**src/rtl/trivium_pkg.sv**
```systemverilog
// Shared Trivium constants, FSM state type and the key/IV state loader.
package trivium_pkg;

  localparam int TRIV_STATE_W = 288;
  localparam int TRIV_KEY_W   = 80;
  localparam int TRIV_IV_W    = 80;
  localparam int TRIV_WARMUP  = 1152;

  typedef enum logic [1:0] {
    IDLE,
    WARMUP,
    FILL,
    RUN
  } triv_state_e;

  // Bit i of the returned vector holds s(i+1).
  function automatic logic [TRIV_STATE_W-1:0] triv_load(
    input logic [TRIV_KEY_W-1:0] key,
    input logic [TRIV_IV_W-1:0]  iv
  );
    logic [TRIV_STATE_W-1:0] s;
    s          = '0;
    s[79:0]    = key;
    s[172:93]  = iv;
    s[287:285] = 3'b111;
    return s;
  endfunction

endpackage

```
**src/rtl/trivium_stream_core_if.sv**
```systemverilog
// Valid/ready stream bundle: s_* carries input words in, m_* carries results out.
interface trivium_stream_core_if #(
  parameter int DATA_W = 8
);
  logic              s_valid;
  logic              s_ready;
  logic [DATA_W-1:0] s_data;
  logic              m_valid;
  logic              m_ready;
  logic [DATA_W-1:0] m_data;

  modport master (
    output s_valid, s_data, m_ready,
    input  s_ready, m_valid, m_data
  );

  modport slave (
    input  s_valid, s_data, m_ready,
    output s_ready, m_valid, m_data
  );
endinterface

```
**src/rtl/trivium_round_unroll.sv**
```systemverilog
// Combinational N-round Trivium step; z[j] is the keystream bit of round j.
module trivium_round_unroll
  import trivium_pkg::*;
#(
  parameter int N = 1
) (
  input  logic [TRIV_STATE_W-1:0] state,
  output logic [TRIV_STATE_W-1:0] state_next,
  output logic [N-1:0]            z
);

  always_comb begin
    logic [TRIV_STATE_W-1:0] s;
    logic t1, t2, t3;
    s = state;
    z = '0;
    for (int j = 0; j < N; j++) begin
      t1   = s[65] ^ s[92];
      t2   = s[161] ^ s[176];
      t3   = s[242] ^ s[287];
      z[j] = t1 ^ t2 ^ t3;
      t1   = t1 ^ (s[90] & s[91]) ^ s[170];
      t2   = t2 ^ (s[174] & s[175]) ^ s[263];
      t3   = t3 ^ (s[285] & s[286]) ^ s[68];
      // One left shift moves all three registers; their heads are then overwritten.
      s      = {s[286:0], t3};
      s[93]  = t1;
      s[177] = t2;
    end
    state_next = s;
  end

endmodule

```
**src/rtl/trivium_stream_core.sv**
```systemverilog
// Trivium keystream engine with valid/ready streaming XOR datapath.
// Optional TRIVIUM_WORD_CNT_EN adds a saturating accepted-word counter port.
module trivium_stream_core
  import trivium_pkg::*;
#(
  parameter int DATA_W        = 8,
  parameter int BITS_PER_CLK  = 1,
  parameter int WARMUP_ROUNDS = TRIV_WARMUP
) (
  input  logic                  clk,
  input  logic                  rst_n,
  input  logic                  init,
  input  logic [TRIV_KEY_W-1:0] key,
  input  logic [TRIV_IV_W-1:0]  iv,
  output logic                  busy,
`ifdef TRIVIUM_WORD_CNT_EN
  output logic [31:0]           word_cnt,
`endif
  trivium_stream_core_if.slave  bus
);

  localparam int S      = DATA_W / BITS_PER_CLK;
  localparam int W      = WARMUP_ROUNDS / BITS_PER_CLK;
  localparam int WCNT_W = $clog2(W + 1);
  localparam int FCNT_W = $clog2(S + 1);

  triv_state_e              state, state_nxt;
  logic [TRIV_STATE_W-1:0]  cs, cs_nxt, cs_step;
  logic [BITS_PER_CLK-1:0]  z;
  logic [DATA_W-1:0]        ks, ks_nxt, m_data_nxt;
  logic                     ks_full, ks_full_nxt, m_valid_nxt;
  logic [WCNT_W-1:0]        wcnt, wcnt_nxt;
  logic [FCNT_W-1:0]        fcnt, fcnt_nxt;
  logic                     accept;

  function automatic logic [DATA_W-1:0] ks_insert(
    input logic [DATA_W-1:0]       w,
    input logic [FCNT_W-1:0]       slot,
    input logic [BITS_PER_CLK-1:0] bits
  );
    for (int k = 0; k < S; k++)
      if (slot == FCNT_W'(k)) w[k*BITS_PER_CLK +: BITS_PER_CLK] = bits;
    return w;
  endfunction

  assign bus.s_ready = ks_full && (!bus.m_valid || bus.m_ready) && !init;
  assign accept      = bus.s_valid && bus.s_ready;
  assign busy        = (state == WARMUP);

  trivium_round_unroll #(.N(BITS_PER_CLK)) u_round (
    .state      (cs),
    .state_next (cs_step),
    .z          (z)
  );

  always_comb begin
    state_nxt   = state;
    cs_nxt      = cs;
    ks_nxt      = ks;
    ks_full_nxt = ks_full;
    wcnt_nxt    = wcnt;
    fcnt_nxt    = fcnt;
    m_valid_nxt = bus.m_valid;
    m_data_nxt  = bus.m_data;
    if (init) begin
      cs_nxt      = triv_load(key, iv);
      state_nxt   = WARMUP;
      ks_full_nxt = 1'b0;
      m_valid_nxt = 1'b0;
      wcnt_nxt    = '0;
      fcnt_nxt    = '0;
    end else begin
      if (accept) begin
        m_data_nxt  = bus.s_data ^ ks;
        m_valid_nxt = 1'b1;
      end else if (bus.m_ready) begin
        m_valid_nxt = 1'b0;
      end
      unique case (state)
        WARMUP: begin
          cs_nxt = cs_step;
          if (wcnt == WCNT_W'(W - 1)) begin
            state_nxt = FILL;
            wcnt_nxt  = '0;
          end else begin
            wcnt_nxt = wcnt + WCNT_W'(1);
          end
        end
        FILL: begin
          cs_nxt = cs_step;
          ks_nxt = ks_insert(ks, fcnt, z);
          if (fcnt == FCNT_W'(S - 1)) begin
            ks_full_nxt = 1'b1;
            state_nxt   = RUN;
            fcnt_nxt    = '0;
          end else begin
            fcnt_nxt = fcnt + FCNT_W'(1);
          end
        end
        RUN: begin
          // The accepting clock already produces the first slot of the next word.
          if (accept) begin
            cs_nxt = cs_step;
            ks_nxt = ks_insert(ks, '0, z);
            if (S != 1) begin
              ks_full_nxt = 1'b0;
              state_nxt   = FILL;
              fcnt_nxt    = FCNT_W'(1);
            end
          end
        end
        default: ;
      endcase
    end
  end

  always_ff @(posedge clk or negedge rst_n) begin
    if (!rst_n) begin
      state       <= IDLE;
      cs          <= '0;
      ks          <= '0;
      ks_full     <= 1'b0;
      wcnt        <= '0;
      fcnt        <= '0;
      bus.m_valid <= 1'b0;
      bus.m_data  <= '0;
    end else begin
      state       <= state_nxt;
      cs          <= cs_nxt;
      ks          <= ks_nxt;
      ks_full     <= ks_full_nxt;
      wcnt        <= wcnt_nxt;
      fcnt        <= fcnt_nxt;
      bus.m_valid <= m_valid_nxt;
      bus.m_data  <= m_data_nxt;
    end
  end

`ifdef TRIVIUM_WORD_CNT_EN
  always_ff @(posedge clk or negedge rst_n) begin
    if (!rst_n)                          word_cnt <= '0;
    else if (init)                       word_cnt <= '0;
    else if (accept && word_cnt != '1)   word_cnt <= word_cnt + 32'd1;
  end
`endif

endmodule

```
**src/flat_wrapper.sv**
```systemverilog
// flat-port wrapper written by rule: the top's interface ports become plain ports
module trivium_stream_core_flat import trivium_pkg::*;
#(
  parameter int DATA_W        = 8,
  parameter int BITS_PER_CLK  = 1,
  parameter int WARMUP_ROUNDS = TRIV_WARMUP
)
  (clk, rst_n, init, key, iv, busy, bus_s_valid, bus_s_data, bus_m_ready, bus_s_ready, bus_m_valid, bus_m_data);
  trivium_stream_core_if #(.DATA_W(DATA_W)) bus_i ();
  input  logic clk;
  input  logic rst_n;
  input  logic init;
  input  logic [TRIV_KEY_W-1:0] key;
  input  logic [TRIV_IV_W-1:0] iv;
  output logic busy;
  input wire logic [$bits(bus_i.s_valid)-1:0] bus_s_valid;
  input wire logic [$bits(bus_i.s_data)-1:0] bus_s_data;
  input wire logic [$bits(bus_i.m_ready)-1:0] bus_m_ready;
  output wire logic [$bits(bus_i.s_ready)-1:0] bus_s_ready;
  output wire logic [$bits(bus_i.m_valid)-1:0] bus_m_valid;
  output wire logic [$bits(bus_i.m_data)-1:0] bus_m_data;
  assign bus_i.s_valid = bus_s_valid;
  assign bus_i.s_data = bus_s_data;
  assign bus_i.m_ready = bus_m_ready;
  assign bus_s_ready = bus_i.s_ready;
  assign bus_m_valid = bus_i.m_valid;
  assign bus_m_data = bus_i.m_data;
  trivium_stream_core #(.DATA_W(DATA_W), .BITS_PER_CLK(BITS_PER_CLK), .WARMUP_ROUNDS(WARMUP_ROUNDS)) u_core (.clk(clk), .rst_n(rst_n), .init(init), .key(key), .iv(iv), .busy(busy), .bus(bus_i));
endmodule
```
**config.mk**
```make
export PLATFORM = sky130hd
export DESIGN_NAME = trivium_stream_core_flat
export DESIGN_NICKNAME = d
export VERILOG_FILES = /design/src/rtl/trivium_pkg.sv /design/src/rtl/trivium_stream_core_if.sv /design/src/rtl/trivium_round_unroll.sv /design/src/rtl/trivium_stream_core.sv /design/src/flat_wrapper.sv
export SDC_FILE = /design/constraint.sdc
export NUM_CORES = 1
export LEC_CHECK = 0
export CAP_MARGIN = 30
export CORE_UTILIZATION = 55
export CTS_CLUSTER_DIAMETER = 40
export DETAILED_ROUTE_END_ITERATION = 6
export PLACE_DENSITY = 0.78
export SYNTH_ARGS = -nofsm -noshare
export SYNTH_HDL_FRONTEND = slang
export SYNTH_SLANG_ARGS = --single-unit
export TNS_END_PERCENT = 30
```
**constraint.sdc**
```tcl
create_clock -name clk -period 5.2 [get_ports clk]
set_input_delay 0.78 -clock clk [delete_from_list [all_inputs] [get_ports clk]]
set_output_delay 0.78 -clock clk [all_outputs]
set_load 0.01 [all_outputs]
```
==> results of run 1 <==
==> cell usage in the layout (no fill, tap or decap), types with 2 or more instances in the layout <==
cell type / instances
inv_6: 7
nor2b_1: 124
nor4b_1: 2
buf_12: 9
clkbuf_8: 3
mux2_1: 17
a21oi_1: 7
o21ai_0: 20
nor2_1: 17
a211oi_1: 2
clkinv_4: 4
nor3_1: 2
dfrtp_1: 323
bufinv_16: 8
and3_1: 3
xnor2_1: 12
xor2_1: 4
a31oi_1: 4
xor3_1: 3
inv_8: 2
clkbuf_16: 47
clkinvlp_4: 5
mux2_4: 200
clkinv_2: 5
nand2_1: 26
and4_1: 2
nand3_1: 5
mux2i_1: 3
ha_1: 8
nand4_1: 5
inv_1: 8
mux2_2: 237
clkdlybuf4s50_1: 181
nand4b_1: 2
buf_8: 2
a22o_1: 2
==> metal layers <==
metal / vias to the layer above / GRT usage, % / share of wire [%]
met5: - / 0 / 0
met2: 199 / 30.0 / 46
met1: 4543 / 28.7 / 48
li1: 4304 / - / -
met4: 0 / 4.82 / 1.7
met3: 46 / 4.14 / 5.0
==> cell type report <==
cell class	instances	share of cell area [%]
inverter	9	0.169
clock buffer	50	6.11
multi-input combinational	726	38.4
clock inverter	32	2.20
timing repair buffer	193	10.2
sequential	323	40.5
tap	384	2.41
==> worst register-to-register path: cells and delay by family (launching register included) <==
family                   cells  cell delay, ps
adder cells (fa/ha/maj)      1             370
AO/OA/AOI/OAI                1             820
AND/OR/NAND/NOR              1             190
multiplexers                 1             410
flip-flops                   1             370
buffers and inverters        1             480
==> registers in the layout (all words and copies together) (netlist names) <==
register / flops
u_core.bus.m_data: 8
u_core.bus.m_valid: 1
u_core.cs: 288
u_core.fcnt: 4
u_core.ks: 8
u_core.ks_full: 1
u_core.state: 2
u_core.wcnt: 11
==> final timing paths <==
kind                       cells after the start                 start                    to  slack (ps)
min in group clk                               2  u_core.bus.m_data[4]  u_core.bus.m_data[4]         470
setup / recovery                               5                  init        u_core.cs[116]        2180
hold / removal                                 1                 rst_n        u_core.cs[164]         340
hold reg to reg                                2  u_core.bus.m_data[4]  u_core.bus.m_data[4]         470
setup reg to reg                               5       u_core.state[0]        u_core.cs[116]        2440
max in group asynchronous                      2                 rst_n        u_core.cs[233]        3730
==> cells by family after synthesis <==
logic type      Yosys count  synth area share [%]
flops                   323                  49.8
xor+xnor                 19                  1.30
compound gates           48                  1.96
simple gates            194                  6.93
buf+inv                  82                  3.13
fa+ha+maj                 8                 0.616
mux                     457                  36.3
==> stage by stage <==
step / util, % / cells / hold slack (ps)
after floorplan: - / 1131 / 450
after CTS: 69.1 / 1716 / 347
final: 69.1 / 1717 / 335
after global routing: 69.1 / 1717 / 384
after detailed placement: 63.3 / 1634 / 466
after global placement: 63.3 / 1634 / 460
==> power by group <==
part           switching [mW]  internal, mW
registers               0.437          3.26
logic                    1.37          2.34
clock network            1.19          2.12
total                    3.00          7.72
==> impl_metrics.env, run 1 <==
export IMPL_cts_tree="yes"
export IMPL_fmax_mhz=331
export IMPL_grt_pass1_wl_mm=49.2
export IMPL_cts_path_max_buffers=3
export IMPL_synth_seq_cells=323
export IMPL_post_cts_buffers=0
export IMPL_cts_hold_buf=0
export IMPL_cp_data_required_time_ps=5610
export IMPL_cp_slowest_stage_delay_ps=820
export IMPL_register_area_um2=8080
export IMPL_cts_sinks=323
export IMPL_p_total_mw=10.7
export IMPL_crit_slowest_cell="a21oi_4"
export IMPL_seq_area_frac_synth_pct=49.8
export IMPL_worstSkewPairLatency_ps=530
export IMPL_antenna_found_initial=0
export IMPL_netlist_area_um2=16200
export IMPL_numCtsBuffers=45
export IMPL_synth_top_area_share_pct=49.8
export IMPL_grt_setup_unrepaired="false"
export IMPL_setup_viol=0
export IMPL_worst_path_buf_inv=2
export IMPL_syn_inst=1131
export IMPL_cts_max_level=2
export IMPL_slew_violations=0
export IMPL_synth_async_reset_ratio_pct=100
export IMPL_synth_edf_count=0
export IMPL_worstMarginPinSlew_ps=948
export IMPL_cts_resized_gates=0
export IMPL_grt_ovfl_total=0
export IMPL_ant_nets=0
export IMPL_cp_max_fo=114
export IMPL_final_area_um2=19900
export IMPL_drtIter0Drc=459
export IMPL_min_path_type="in2async"
export IMPL_vdd_ir_drop_max_uv=335
export IMPL_fin_tns_setup_ps=0
export IMPL_maxCapViolations=0
export IMPL_synthFlopType="dfrtp_1"
export IMPL_multi_input_area_um2=7660
export IMPL_drive_above_1_share_pct=40.1
export IMPL_grt_max_degree=200
export IMPL_yosysTopAreaCell="dfrtp_1"
export IMPL_place_congestion=0.776
export IMPL_yosysMostFrequentCell="dfrtp_1"
export IMPL_place_area_um2=18300
export IMPL_worstSetupEndpointType="flip-flop"
export IMPL_synth_cell_types=50
export IMPL_hold_viol=0
export IMPL_drt_pass1_iter_count=4
export IMPL_n_antenna_cell=0
export IMPL_core_area_um2=28900
export IMPL_status="complete, no violations"
export IMPL_synth_area_leaders="dfrtp_1 (50%), mux2_4 (18%), mux2_2 (16%), nor2b_1 (4.8%), buf_6 (1.7%)"
export IMPL_path_clk_slew_ps=50
export IMPL_floorplan_rows=62
export IMPL_relSlewSlack_pct=36.6
export IMPL_ys_warn_count=0
export IMPL_cp_cell_sequence="buf_8 > nor2_1 > a21oi_4 > buf_12 > mux2_4"
export IMPL_post_route_min_period_ps=3020
export IMPL_netlist_top_cells_count="dfrtp_1 (323), mux2_2 (237), mux2_4 (200)"
export IMPL_start_util_pct=56.3
export IMPL_cp_start_kind="input port"
export IMPL_wire_per_inst_um=17.0
export IMPL_dieWidth_um=174
export IMPL_fill_cells=2038
export IMPL_p_per_area_nw_per_um2=537
export IMPL_drc_errors=0
export IMPL_dp_hpwl_mm=17.4
export IMPL_root_buffer="clkbuf_16"
export IMPL_period_share_pct=58.1
export IMPL_synthToLayoutAreaGrowth_pct=22.8
export IMPL_dp_slack_ps=1700
export IMPL_design_die_area_um2=30200
export IMPL_dieHeight_um=174
export IMPL_postSynthAreaPerCell_um2=14.4
export IMPL_cpLargestDelayFamily="buffers and inverters"
export IMPL_arrival_ps=3430
export IMPL_final_nets=1479
export IMPL_grt_use_total_pct=19.7
export IMPL_setup_slack_ps=2180
export IMPL_vias_per_cell=5.30
export IMPL_synth_nets=1312
export IMPL_skew_ps=14.4
export IMPL_leakage_nw=9.39
export IMPL_portBuffers=183
export IMPL_path_class="in2reg"
export IMPL_drt_total_wl_mm=29.2
export IMPL_vias=9092
export IMPL_first_global_vias=9542
export IMPL_num_io_pins=184
Power figures use the tool's default switching activity.
==> run 2, diff against run 1 <==
- clock period: 5.2 -> 3.1 ns (I/O delays scaled with it)
==> impl_metrics.env, run 2 (synthesis gave the netlist of run 1 again) <==
export IMPL_status="complete, no violations"
export IMPL_numCtsBuffers=47
export IMPL_pwr_share_seq_pct=34.3
export IMPL_p_comb_share_pct=35.2
export IMPL_drc_errors=0
export IMPL_cp_start_kind="flip-flop"
export IMPL_cp_slowest_stage_delay_ps=640
export IMPL_vias_per_cell=5.32
export IMPL_grt_pass1_wl_mm=51.1
export IMPL_dieWidth_um=174
export IMPL_cts_path_max_buffers=3
export IMPL_p_switching_mw=5.09
export IMPL_setup_viol=0
export IMPL_final_common_cell="dfrtp_1"
export IMPL_first_global_vias=9919
export IMPL_maxCapViolations=0
export IMPL_cts_sinks=323
export IMPL_reg_top3="u_core.cs: 288 flops, u_core.wcnt: 11 flops"
export IMPL_hold_start="init"
export IMPL_cp_max_fo=10
export IMPL_arrival_ps=2000
export IMPL_root_buffer="clkbuf_16"
export IMPL_num_io_pins=184
export IMPL_drive_above_1_share_pct=40.5
export IMPL_core_area_um2=28900
export IMPL_placedCellCount=1645
export IMPL_cp_data_required_time_ps=2630
export IMPL_final_area_um2=20100
export IMPL_portBuffers=183
export IMPL_place_area_um2=18400
export IMPL_grt_use_total_pct=20.5
export IMPL_period_share_pct=79.6
export IMPL_slew_violations=0
export IMPL_reg2reg_slack_ps=760
export IMPL_post_cts_buffers=0
export IMPL_timing_rr_end="u_core.cs[212]"
export IMPL_dp_hpwl_mm=18.2
export IMPL_worstSetupEndpointType="output port"
export IMPL_leakage_nw=9.46
export IMPL_grt_max_degree=147
export IMPL_path_class="reg2out"
export IMPL_worstMarginPinSlew_ps=773
export IMPL_fmax_mhz=405
export IMPL_rr_worst_depth=6
export IMPL_largest_reg_flops=288
export IMPL_drtIter0Drc=438
export IMPL_p_sw_share_pct=28.1
export IMPL_fin_tns_setup_ps=0
export IMPL_relSlewSlack_pct=48.1
export IMPL_worstSkewPairLatency_ps=520
export IMPL_min_path_type="in2reg"
export IMPL_dp_slack_ps=468
export IMPL_p_int_mw=13.0
export IMPL_vdd_ir_drop_max_uv=604
export IMPL_p_per_area_nw_per_um2=902
export IMPL_design_die_area_um2=30200
export IMPL_crit_slowest_cell="clkdlybuf4s50_1"
export IMPL_ant_nets=0
export IMPL_antenna_found_initial=1
export IMPL_place_congestion=0.737
export IMPL_floorplan_rows=62
export IMPL_dieHeight_um=174
export IMPL_reg2reg_from="u_core.state[0]"
export IMPL_hold_viol=0
export IMPL_start_util_pct=56.3
export IMPL_grt_setup_unrepaired="false"
export IMPL_final_nets=1492
export IMPL_top_register="u_core.cs"
export IMPL_path_clk_slew_ps=50
export IMPL_final_cell_mix="dfrtp_1 (323), mux2_2 (237), mux2_4 (200)"
export IMPL_p_total_mw=18.1
export IMPL_setup_slack_ps=633
export IMPL_pwr_share_clk_pct=30.5
export IMPL_skew_ps=10.4
export IMPL_cts_tree="yes"
export IMPL_grt_ovfl_total=0
export IMPL_wire_per_inst_um=17.3
export IMPL_drt_total_wl_mm=30.0
export IMPL_cp_cell_sequence="inv_1 > ha_1 > clkdlybuf4s50_1"
export IMPL_hold_end="u_core.ks_full"
export IMPL_finalNonFillerCells=1733
export IMPL_vias=9227
export IMPL_post_route_min_period_ps=2470
export IMPL_cts_max_level=2
export IMPL_drt_pass1_iter_count=4
export IMPL_synthToLayoutAreaGrowth_pct=23.6
export IMPL_holdPathStages=2
==> run 2: changes by cell type in the layout (fill, tap and decap cells not counted), sizes merged, moves of 2 or more <==
cell    change
bufinv      -2
buf        +10
inv         -2
clkbuf      +7
diode       +2
==> run 2: worst max-delay path, delay by kind of cell, from the launching register on <==
family	cells	cell delay, ps
fa+ha+maj	1	360
buf+inv	2	720
flops	1	390
==> run 2: final cells by class <==
| cell class | instances | area [um2] |
|---|---|---|
| repair buffers | 204 | 2150 |
| clock inverters | 28 | 350 |
| flip-flops and latches | 323 | 8080 |
| inverters | 9 | 33.8 |
| clock buffers | 57 | 1310 |
| fillers | 1994 | 8790 |
| multi-input cells | 726 | 7660 |
| diodes | 2 | 5.00 |
| well taps | 384 | 480 |
==> run 2: power by group through the flow <==
stage	clock, mW	combinational [mW]	sequential [mW]
floorplan	0	5.52	5.98
global placement	0	6.24	6.18
detailed placement	0	6.38	6.23
CTS	5.64	6.44	6.21
global route	5.83	6.82	6.36
finish	5.52	6.38	6.21
==> run 2: how the worst max path moves through the flow <==
stage | from | to | slack, ps | depth (start not counted)
after floorplan | init | bus_s_ready | 1010 | 5
after global placement | bus_m_ready | u_core.cs[210] | 500 | 7
after detailed placement | bus_m_ready | u_core.cs[212] | 470 | 7
after CTS | u_core.state[1] | busy | 610 | 3
after global routing | u_core.state[1] | busy | 550 | 3
final | u_core.state[1] | busy | 630 | 3
==> run 2: per-stage QoR <==
| stage | util [%] | hold WS, ps |
|---|---|---|
| final | 69.5 | 398 |
| after global routing | 69.5 | 415 |
| after CTS | 69.5 | 369 |
| after detailed placement | 63.7 | 397 |
| after global placement | 63.7 | 400 |
| after floorplan | - | 169 |
==> run 2: timing repair <==
action | CTS | global route
hold buffers | 1 | 0
gates resized for setup | 0 | 0
endpoints found under the hold margin | 43 | 0
==> run 2: routing by layer <==
metal  vias to the layer above  wire length (um)  GRT usage, %
li1                       4333                 -             -
met1                      4636             13900          29.1
met2                       212             14100          32.1
met3                        46              1530          4.41
met4                         0               505          5.04
met5                         -                 0             0
==> run 3, diff against run 2 <==
- clock period: 3.1 -> 2.45 ns (I/O delays scaled with it)
==> impl_metrics.env, run 3 (synthesis gave the netlist of run 1 again) <==
export IMPL_placedCellCount=1658
export IMPL_min_path_type="in2reg"
export IMPL_period_share_pct=92.3
export IMPL_grt_use_total_pct=20.1
export IMPL_relSlewSlack_pct=54.3
export IMPL_cts_sinks=323
export IMPL_place_congestion=0.775
export IMPL_vdd_ir_drop_max_uv=666
export IMPL_path_clk_slew_ps=50
export IMPL_post_route_min_period_ps=2260
export IMPL_met2_length_mm=13.8
export IMPL_setup_viol=0
export IMPL_cts_path_max_buffers=3
export IMPL_route_met3_wl_mm=1.28
export IMPL_place_area_um2=18500
export IMPL_slew_violations=0
export IMPL_leakage_nw=9.48
export IMPL_fin_tns_setup_ps=0
export IMPL_top_register="u_core.cs"
export IMPL_design_die_area_um2=30200
export IMPL_drive_above_1_share_pct=40.8
export IMPL_cp_start_kind="flip-flop"
export IMPL_fill_cells=1944
export IMPL_vias_per_cell=5.26
export IMPL_post_cts_buffers=0
export IMPL_maxCapViolations=0
export IMPL_synthToLayoutAreaGrowth_pct=23.7
export IMPL_portBuffers=183
export IMPL_core_area_um2=28900
export IMPL_p_per_area_nw_per_um2=1130
export IMPL_cp_max_fo=10
export IMPL_arrival_ps=1890
export IMPL_drc_errors=0
export IMPL_cts_tree="yes"
export IMPL_grt_ovfl_total=0
export IMPL_wire_per_inst_um=16.9
export IMPL_grt_max_degree=106
export IMPL_drt_pass1_iter_count=4
export IMPL_drt_total_wl_mm=29.3
export IMPL_maxUsedRoutingLayer="met4"
export IMPL_path_class="reg2out"
export IMPL_final_common_cell="dfrtp_1"
export IMPL_num_io_pins=184
export IMPL_wl_met1_mm=14.0
export IMPL_root_buffer="clkbuf_16"
export IMPL_grt_setup_unrepaired="false"
export IMPL_worstMarginPinSlew_ps=680
export IMPL_post_route_util_pct=69.6
export IMPL_finalNonFillerCells=1738
export IMPL_final_cell_mix="dfrtp_1 (323), mux2_2 (237), mux2_4 (200)"
export IMPL_drtIter0Drc=413
export IMPL_numCtsBuffers=43
export IMPL_final_nets=1501
export IMPL_cts_max_level=2
export IMPL_antenna_found_initial=0
export IMPL_final_area_um2=20100
export IMPL_cp_data_required_time_ps=2080
export IMPL_grt_pass1_wl_mm=50.3
export IMPL_status="complete, no violations"
export IMPL_start_util_pct=56.3
export IMPL_fmax_mhz=442
export IMPL_dieWidth_um=174
export IMPL_worstSetupEndpointType="output port"
export IMPL_dp_hpwl_mm=18.5
export IMPL_n_antenna_cell=0
export IMPL_floorplan_rows=62
export IMPL_dieHeight_um=174
export IMPL_hold_viol=0
export IMPL_worstSkewPairLatency_ps=520
export IMPL_ant_nets=0
export IMPL_skew_ps=15.1
export IMPL_first_global_vias=9915
export IMPL_largest_reg_flops=288
export IMPL_reg_top3="u_core.cs: 288 flops, u_core.wcnt: 11 flops"
export IMPL_vias=9146
[run 3: cell count changes in the layout (fill, tap and decap cells not counted), sizes merged]
| cell | change |
|---|---|
| buf | +13 |
| diode | -2 |
| clkbuf | -4 |
| clkinv | +1 |
| clkinvlp | -1 |
| inv | -2 |
[run 3: worst max-delay path, cell delays in order (launching register included)]
cell and delay [ps]:
dfrtp_1 390, inv_1 90, ha_2 290, clkdlybuf4s50_1 600
[run 3: timing repair]
item	CTS	global route
hold buffers	1	0
gates resized for setup	0	1
endpoints found under the setup margin	0	1
endpoints found under the hold margin	48	0
[run 3: final timing paths]
check,slack (ps),depth (start not counted),endpoint,startpoint
worst min-delay path,170,2,u_core.wcnt[8],init
max in group asynchronous,1330,3,u_core.cs[31],rst_n
worst max register to register,250,6,u_core.cs[128],u_core.state[0]
min in group asynchronous,380,2,u_core.cs[166],rst_n
worst max-delay path,190,3,busy,u_core.state[1]
worst min register to register,480,1,u_core.cs[196],u_core.cs[196]
[run 3: layout make-up]
cell class | instances | area [um2] | share of cell area, %
Timing Repair Buffer | 217 | 2300 | 11.4
Clock inverter | 26 | 328 | 1.63
Sequential cell | 323 | 8080 | 40.2
Tap cell | 384 | 480 | 2.39
Inverter | 9 | 33.8 | 0.168
Multi-Input combinational cell | 726 | 7660 | 38.1
Clock buffer | 53 | 1210 | 6.00
[run 3: power by group]
part           switching [mW]  internal, mW  leakage [nW]
registers               0.932          6.92          4.12
logic                    2.99          5.23          4.61
clock network            2.37          4.17         0.751
total                    6.29          16.3          9.48
[run 3: stage by stage]
stage / hold slack, ps / setup slack [ps] / power (mW)
after floorplan: 71.9 / 499 / 14.6
final: 168 / 189 / 22.6
after detailed placement: 323 / 83.3 / 16.2
after global placement: 329 / 111 / 15.9
after CTS: 151 / 65.5 / 22.9
after global routing: 182 / 117 / 23.8
[run 3: metal layers]
metal  up-vias  track usage (%)
li1       4334                -
met4         0             3.95
met5         -                0
met3        28             4.01
met2       172             32.0
met1      4612             28.6
==> RTL edit 1: new RTL, flow settings as in run 2 <==
`DATA_W` is set to 8 in 3 places; all go to 16.
--- a/src/rtl/trivium_stream_core_if.sv
+++ b/src/rtl/trivium_stream_core_if.sv
@@ -1,6 +1,6 @@
 // Valid/ready stream bundle: s_* carries input words in, m_* carries results out.
 interface trivium_stream_core_if #(
-  parameter int DATA_W = 8
+  parameter int DATA_W = 16
 );
   logic              s_valid;
   logic              s_ready;
--- a/src/rtl/trivium_stream_core.sv
+++ b/src/rtl/trivium_stream_core.sv
@@ -3,7 +3,7 @@
 module trivium_stream_core
   import trivium_pkg::*;
 #(
-  parameter int DATA_W        = 8,
+  parameter int DATA_W        = 16,
   parameter int BITS_PER_CLK  = 1,
   parameter int WARMUP_ROUNDS = TRIV_WARMUP
 ) (
--- a/src/flat_wrapper.sv
+++ b/src/flat_wrapper.sv
@@ -1,7 +1,7 @@
 // flat-port wrapper written by rule: the top's interface ports become plain ports
 module trivium_stream_core_flat import trivium_pkg::*;
 #(
-  parameter int DATA_W        = 8,
+  parameter int DATA_W        = 16,
   parameter int BITS_PER_CLK  = 1,
   parameter int WARMUP_ROUNDS = TRIV_WARMUP
 )
Interface: changed (resized bus_m_data and bus_s_data); port bits go from 184 to 200. No check against the original RTL was run, so the function may have changed too.
==> RTL edit 1 against run 2 <==
- the flow now finishes with violations (negative hold slack)
- setup slack improved by 0.026 ns
- critical endpoint is now bus_s_ready
- largest cell class unchanged
- final cell count up 18%
- count of clock-buffer cells in the layout is 6 lower
- power down 13%
- final area down 6.5%
- wire length rose by 0.65%
- synthesized area decreased by 6.7%
- sequential cell count is 17 higher
==> RTL edit 1: results (changes against run 2) <==
The run finished, with violations left. The path class of the tightest hold or removal check is primary input to async pin. The share of layout cells above drive strength 1 came out at 0.0682 (-0.336). The largest stage delay on the critical path is 0.54 ns (-0.10 ns). In the synthesized netlist, the cells that appear most often are nand2_1, dfrtp_1, o21ai_1. The run gives 902 (+110%) as the number of design-rule violations left by the first detailed-router iteration.

Top flip-flop cell by instance count after synthesis: dfrtp_1. Number of levels in the clock H-tree: 2 (unchanged). The clock root buffer was clkbuf_16. The run gives 18800 um (+3.3%) as the detailed placer's ending HPWL. The largest registers in the layout are u_core.cs (288), u_core.bus.m_data (16), u_core.ks (16). The unique cell type count in the Yosys netlist was 55 (+10%); the clock-pin transition on the worst setup and hold timing paths was 0.06 ns. The first-pass iteration count of the detailed router is 5 (+1), and the number of hold violations in the final report is 20 (+20). The run gives 0 (unchanged) as the yosys synthesis warning count.

The number of antenna violations at the first check in global routing came out at 0 (-1). The via-per-instance ratio was 5.34 (+0.34%). Among all stages on the critical path, the largest delay is contributed by clkdlybuf4s50_1. For the synthesized net count, the log shows 1703 (+30%).

The number of global-route vias before repair came out at 10700 (+8.3%). The post-synthesis async set-or-reset flop share is 1.00 (unchanged), and the setup slack at placement is 0.663 ns (+0.196 ns). After synthesis, the cell types taking the most area are dfrtp_1, nand2_1, mux2i_1. Gate family responsible for the most delay along the worst path: buffers and inverters. For the count of antenna diodes in the layout, the log shows 0 (-2).

The combined global-route utilization of all metal layers came out at 0.219 (+0.0138). The final reports fail on negative hold slack. The logs give 3 (unchanged) for the number of buffers between clock root and the deepest sink and 0 (unchanged) for the post-cts sizing count.

The worst clock skew is 0.0242 ns (+0.0139 ns), and the final RePlAce weighted congestion is 0.781 (+6.0%). The total routed wirelength was 30200 um (+0.65%); the maximum fanout along the worst path was 6 (-4). For the clock buffer count from CTS, the log shows 42 (-11%). For the data arrival time of the worst path, the log shows 1.98 ns (-0.02 ns). The maximum number of pins on one net before global-route repair came out at 142 (-3.4%). The sequential area share after synthesis was 0.561 (+0.0637); the clock insertion delay at the later pin of the skew report was 0.53 ns. The tightest slew margin relative to the limit was 0.226 (-0.255). The run gives 599 uV (-0.91%) as the maximum VDD drop.

The most critical setup path has its startpoint at bus_m_ready. The post-CTS setup-driven buffer insertion count is 0 (unchanged). The number of filler cells placed in the layout is 1987 (-0.35%), and the worst hold slack after final layout is -0.0576 ns (-0.456 ns).

The count of buffers from port buffering works out to 199 (+8.7%). The run gives 8.31 nW (-12%) as the leakage power summed over all cells. For the global-route wire length before repair, the log shows 51200 um (+0.30%). Number of nets in the layout: 1858 (+25%).

The startpoint identified for the worst register-to-register timing path is u_core.state[0].
## RTL edit 1: final timing paths
path / cells after the start / endpoint / slack (ns)
max in group asynchronous: 2 / u_core.ks[7] / 2.32
worst max register to register: 6 / u_core.cs[224] / 0.88
worst max-delay path: 4 / bus_s_ready / 0.66
min in group clk: 2 / u_core.state[1] / 0.32
worst min register to register: 2 / u_core.bus.m_data[6] / 0.48
worst min-delay path: 1 / u_core.wcnt[2] / -0.06
## RTL edit 1: report_power, final
part	total, W	leakage, nW	switching, W	internal, W
clock network	0.00521	0.728	0.00196	0.00325
logic	0.00410	3.16	0.00238	0.00172
registers	0.00642	4.42	0.000699	0.00572
total	0.0157	8.31	0.00504	0.0107
## RTL edit 1: area by class of cell
type | instances | area, sq um | share of cell area
inverter | 9 | 35.0 | 0.00187
timing repair buffer | 220 | 2320 | 0.124
sequential | 340 | 8510 | 0.454
multi-input combinational | 1056 | 5960 | 0.318
clock buffer | 51 | 1140 | 0.0606
clock inverter | 26 | 372 | 0.0198
tap | 341 | 427 | 0.0227
## RTL edit 1: worst register-to-register path: stages, from the launching register on
cell and delay (ns):
dfrtp_1 0.39, ha_1 0.40, o21bai_1 0.17, a41oi_4 0.21
buf_12 0.24, buf_4 0.43, o21ai_0 0.21
## RTL edit 1: cells by family after synthesis
group,count (synthesis),share of synthesized area
AOI/OAI and AO/OA,346,0.120
buffers and inverters,118,0.0462
adders and majority gates,8,0.00661
muxes,176,0.118
DFF,340,0.561
and+or+nand+nor,499,0.131
xor gates and xnor gates,27,0.0181
## RTL edit 1: layer usage
layer  track usage  share of wire
met1         0.298           0.45
met2         0.364           0.48
met3        0.0324          0.040
met4        0.0670          0.024
met5             0              0
## RTL edit 1: stage by stage
stage | instances | hold WS [ns] | utilization | total power (W) | area [sq um]
floorplan | 1514 | 0.169 | - | 0.00958 | 15200
global placement | 1965 | 0.462 | 0.638 | 0.0104 | 17200
detailed placement | 1965 | 0.470 | 0.638 | 0.0106 | 17200
CTS | 2042 | 0.00435 | 0.694 | 0.0159 | 18800
global route | 2043 | 0.0190 | 0.694 | 0.0167 | 18800
finish | 2043 | -0.0576 | 0.694 | 0.0157 | 18800
==> RTL edit 2: new RTL, flow settings as in run 2 <==
Made on the original files. Add an input register stage for `key`, without a reset; this delays it by one clock. The other inputs are not delayed to match.
--- a/src/rtl/trivium_stream_core.sv
+++ b/src/rtl/trivium_stream_core.sv
@@ -23,6 +23,12 @@
   localparam int W      = WARMUP_ROUNDS / BITS_PER_CLK;
   localparam int WCNT_W = $clog2(W + 1);
   localparam int FCNT_W = $clog2(S + 1);
+
+  logic [TRIV_KEY_W-1:0] key_q;
+
+  always_ff @(posedge clk) begin
+    key_q <= key;
+  end
 
   triv_state_e              state, state_nxt;
   logic [TRIV_STATE_W-1:0]  cs, cs_nxt, cs_step;
@@ -63,7 +69,7 @@
     m_valid_nxt = bus.m_valid;
     m_data_nxt  = bus.m_data;
     if (init) begin
-      cs_nxt      = triv_load(key, iv);
+      cs_nxt      = triv_load(key_q, iv);
       state_nxt   = WARMUP;
       ks_full_nxt = 1'b0;
       m_valid_nxt = 1'b0;
Function: no difference found for any inputs over 4 cycles, from zero or initial values and one cycle with rst_n low; that may be too few to reach the edited logic, so the function may still have changed.
==> RTL edit 2 against run 2 <==
- sequential power grew 17%
- synthesized area shrank 0.42%
- register-to-register slack gained 0.09 ns
- wire length shrank 0.52%
- sequential cell count grew 80
- setup slack gained 0.022 ns
- power shrank 9.1%
- final area shrank 0.89%
- critical path type unchanged
- largest power group is now registers
==> RTL edit 2: results (changes against run 2) <==
The share of layout cells above drive strength 1 works out to 0.0659 (-0.339). The share of the synthesized netlist area taken by xor and xnor gates was 0.0121 (-0.000873). The internal reg-to-reg setup slack is 0.85 ns (+0.09 ns). The flow ran to the end, and the final reports show no timing, DRC or antenna violations. The combined global-route utilization of all metal layers was 0.204 (-0.000904); the maximum fanout along the worst path was 9 (-1).

The met1 wire length is 13800 um (-0.32%), and the global-route wire length before repair is 51500 um (+0.80%). The fraction of the mapped netlist area in compound gates came out at 0.108 (+0.0884). The clock insertion delay at the later pin of the skew report was 0.55 ns (+0.03 ns); the adder-cell share of the synthesized area was 0.00619 (+0.0000262). The run gives 2100 (+21%) as the post-route non-filler standard cell count. The largest registers in the layout are u_core.cs (288), u_core.key_q (80), u_core.wcnt (11). Sorting the synthesized cells by how often they occur yields dfrtp_1, nand2_1, o21ai_0.

The via-per-instance ratio works out to 5.16 (-3.1%). The unique cell type count in the Yosys netlist is 47 (-6.0%). The sequential area share after synthesis was 0.599 (+0.101).

The portion of netlist area occupied by mux cells is 0.106 (-0.257), and the total routed wirelength is 29800 um (-0.52%). In the post-synthesis netlist, the biggest area contributors are dfrtp_1, mux2i_1, dfxtp_1. The uppermost metal layer occupied by signal nets was met4. The tools report the post-placement cell count as 2012 (+22%). The worst clock skew is 0.0181 ns (+0.00774 ns), and the first-pass iteration count of the detailed router is 5 (+1). The post-synthesis async set-or-reset flop share works out to 0.801 (-0.199).

The number of design-rule violations left by the first detailed-router iteration came out at 806 (+84%). The number of nets in the layout was 1859 (+25%). The worst register-to-register path ends at u_core.cs[23]. The synthesized area divided by synthesized cell count works out to 10.6 sq um (-26%). The number of antenna violations at the first check in global routing was 0 (-1); the setup slack at placement was 0.650 ns (+0.182 ns). The leakage power summed over all cells was 8.66 nW (-8.5%). The number of global-route vias before repair is 10800 (+8.9%). For the count of antenna diodes in the layout, the log shows 0 (-2). The maximum VDD drop was 610 uV (+0.95%).

The data arrival time of the worst path is 1.98 ns (-0.02 ns).
RTL edit 2: cells by family after synthesis:
kind of cell | Yosys count
xor gates and xnor gates | 19
DFF | 403
and+or+nand+nor | 486
adders and majority gates | 8
muxes | 170
buffers and inverters | 111
AOI/OAI and AO/OA | 332
RTL edit 2: how the worst min path moves through the flow:
stage	from	to	slack [ns]
finish	init	u_core.ks_full	0.30
floorplan	rst_n	u_core.bus.m_data[0]	0.17
CTS	init	u_core.state[1]	0.28
global placement	u_core.cs[114]	u_core.cs[114]	0.46
global route	init	u_core.ks_full	0.31
detailed placement	rst_n	u_core.cs[281]	0.47
RTL edit 2: area by class of cell:
type,instances,area [sq um]
Clock buffer,64,1350
Clock inverter,23,256
Fill cell,2116,8890
Inverter,8,30.0
Multi-Input combinational cell,1015,5970
Sequential cell,403,9680
Tap cell,384,480
Timing Repair Buffer,203,2110
RTL edit 2: worst max-delay path, cell delays in order (launching register included):
cell and delay, ns:
dfrtp_1 0.39, inv_1 0.08, ha_1 0.36, clkdlybuf4s50_1 0.60
RTL edit 2: layer usage:
layer | up-vias | global-route usage
met5 | - | 0
met4 | 0 | 0.0590
met3 | 48 | 0.0349
met2 | 214 | 0.331
met1 | 5142 | 0.284
li1 | 5429 | -
RTL edit 2: through the flow:
stage,cell area [sq um],utilization,total power (W)
after floorplan,16200,-,0.00986
after global placement,18200,0.634,0.0107
after detailed placement,18300,0.635,0.0110
after CTS,19900,0.691,0.0166
after global routing,19900,0.691,0.0175
final,19900,0.691,0.0165
RTL edit 2: power by group:
group | switching, W | leakage [nW] | internal, W
Sequential | 0.000727 | 4.86 | 0.00655
Clock | 0.00214 | 0.786 | 0.00341
Combinational | 0.00214 | 3.01 | 0.00149
Total | 0.00501 | 8.66 | 0.0115
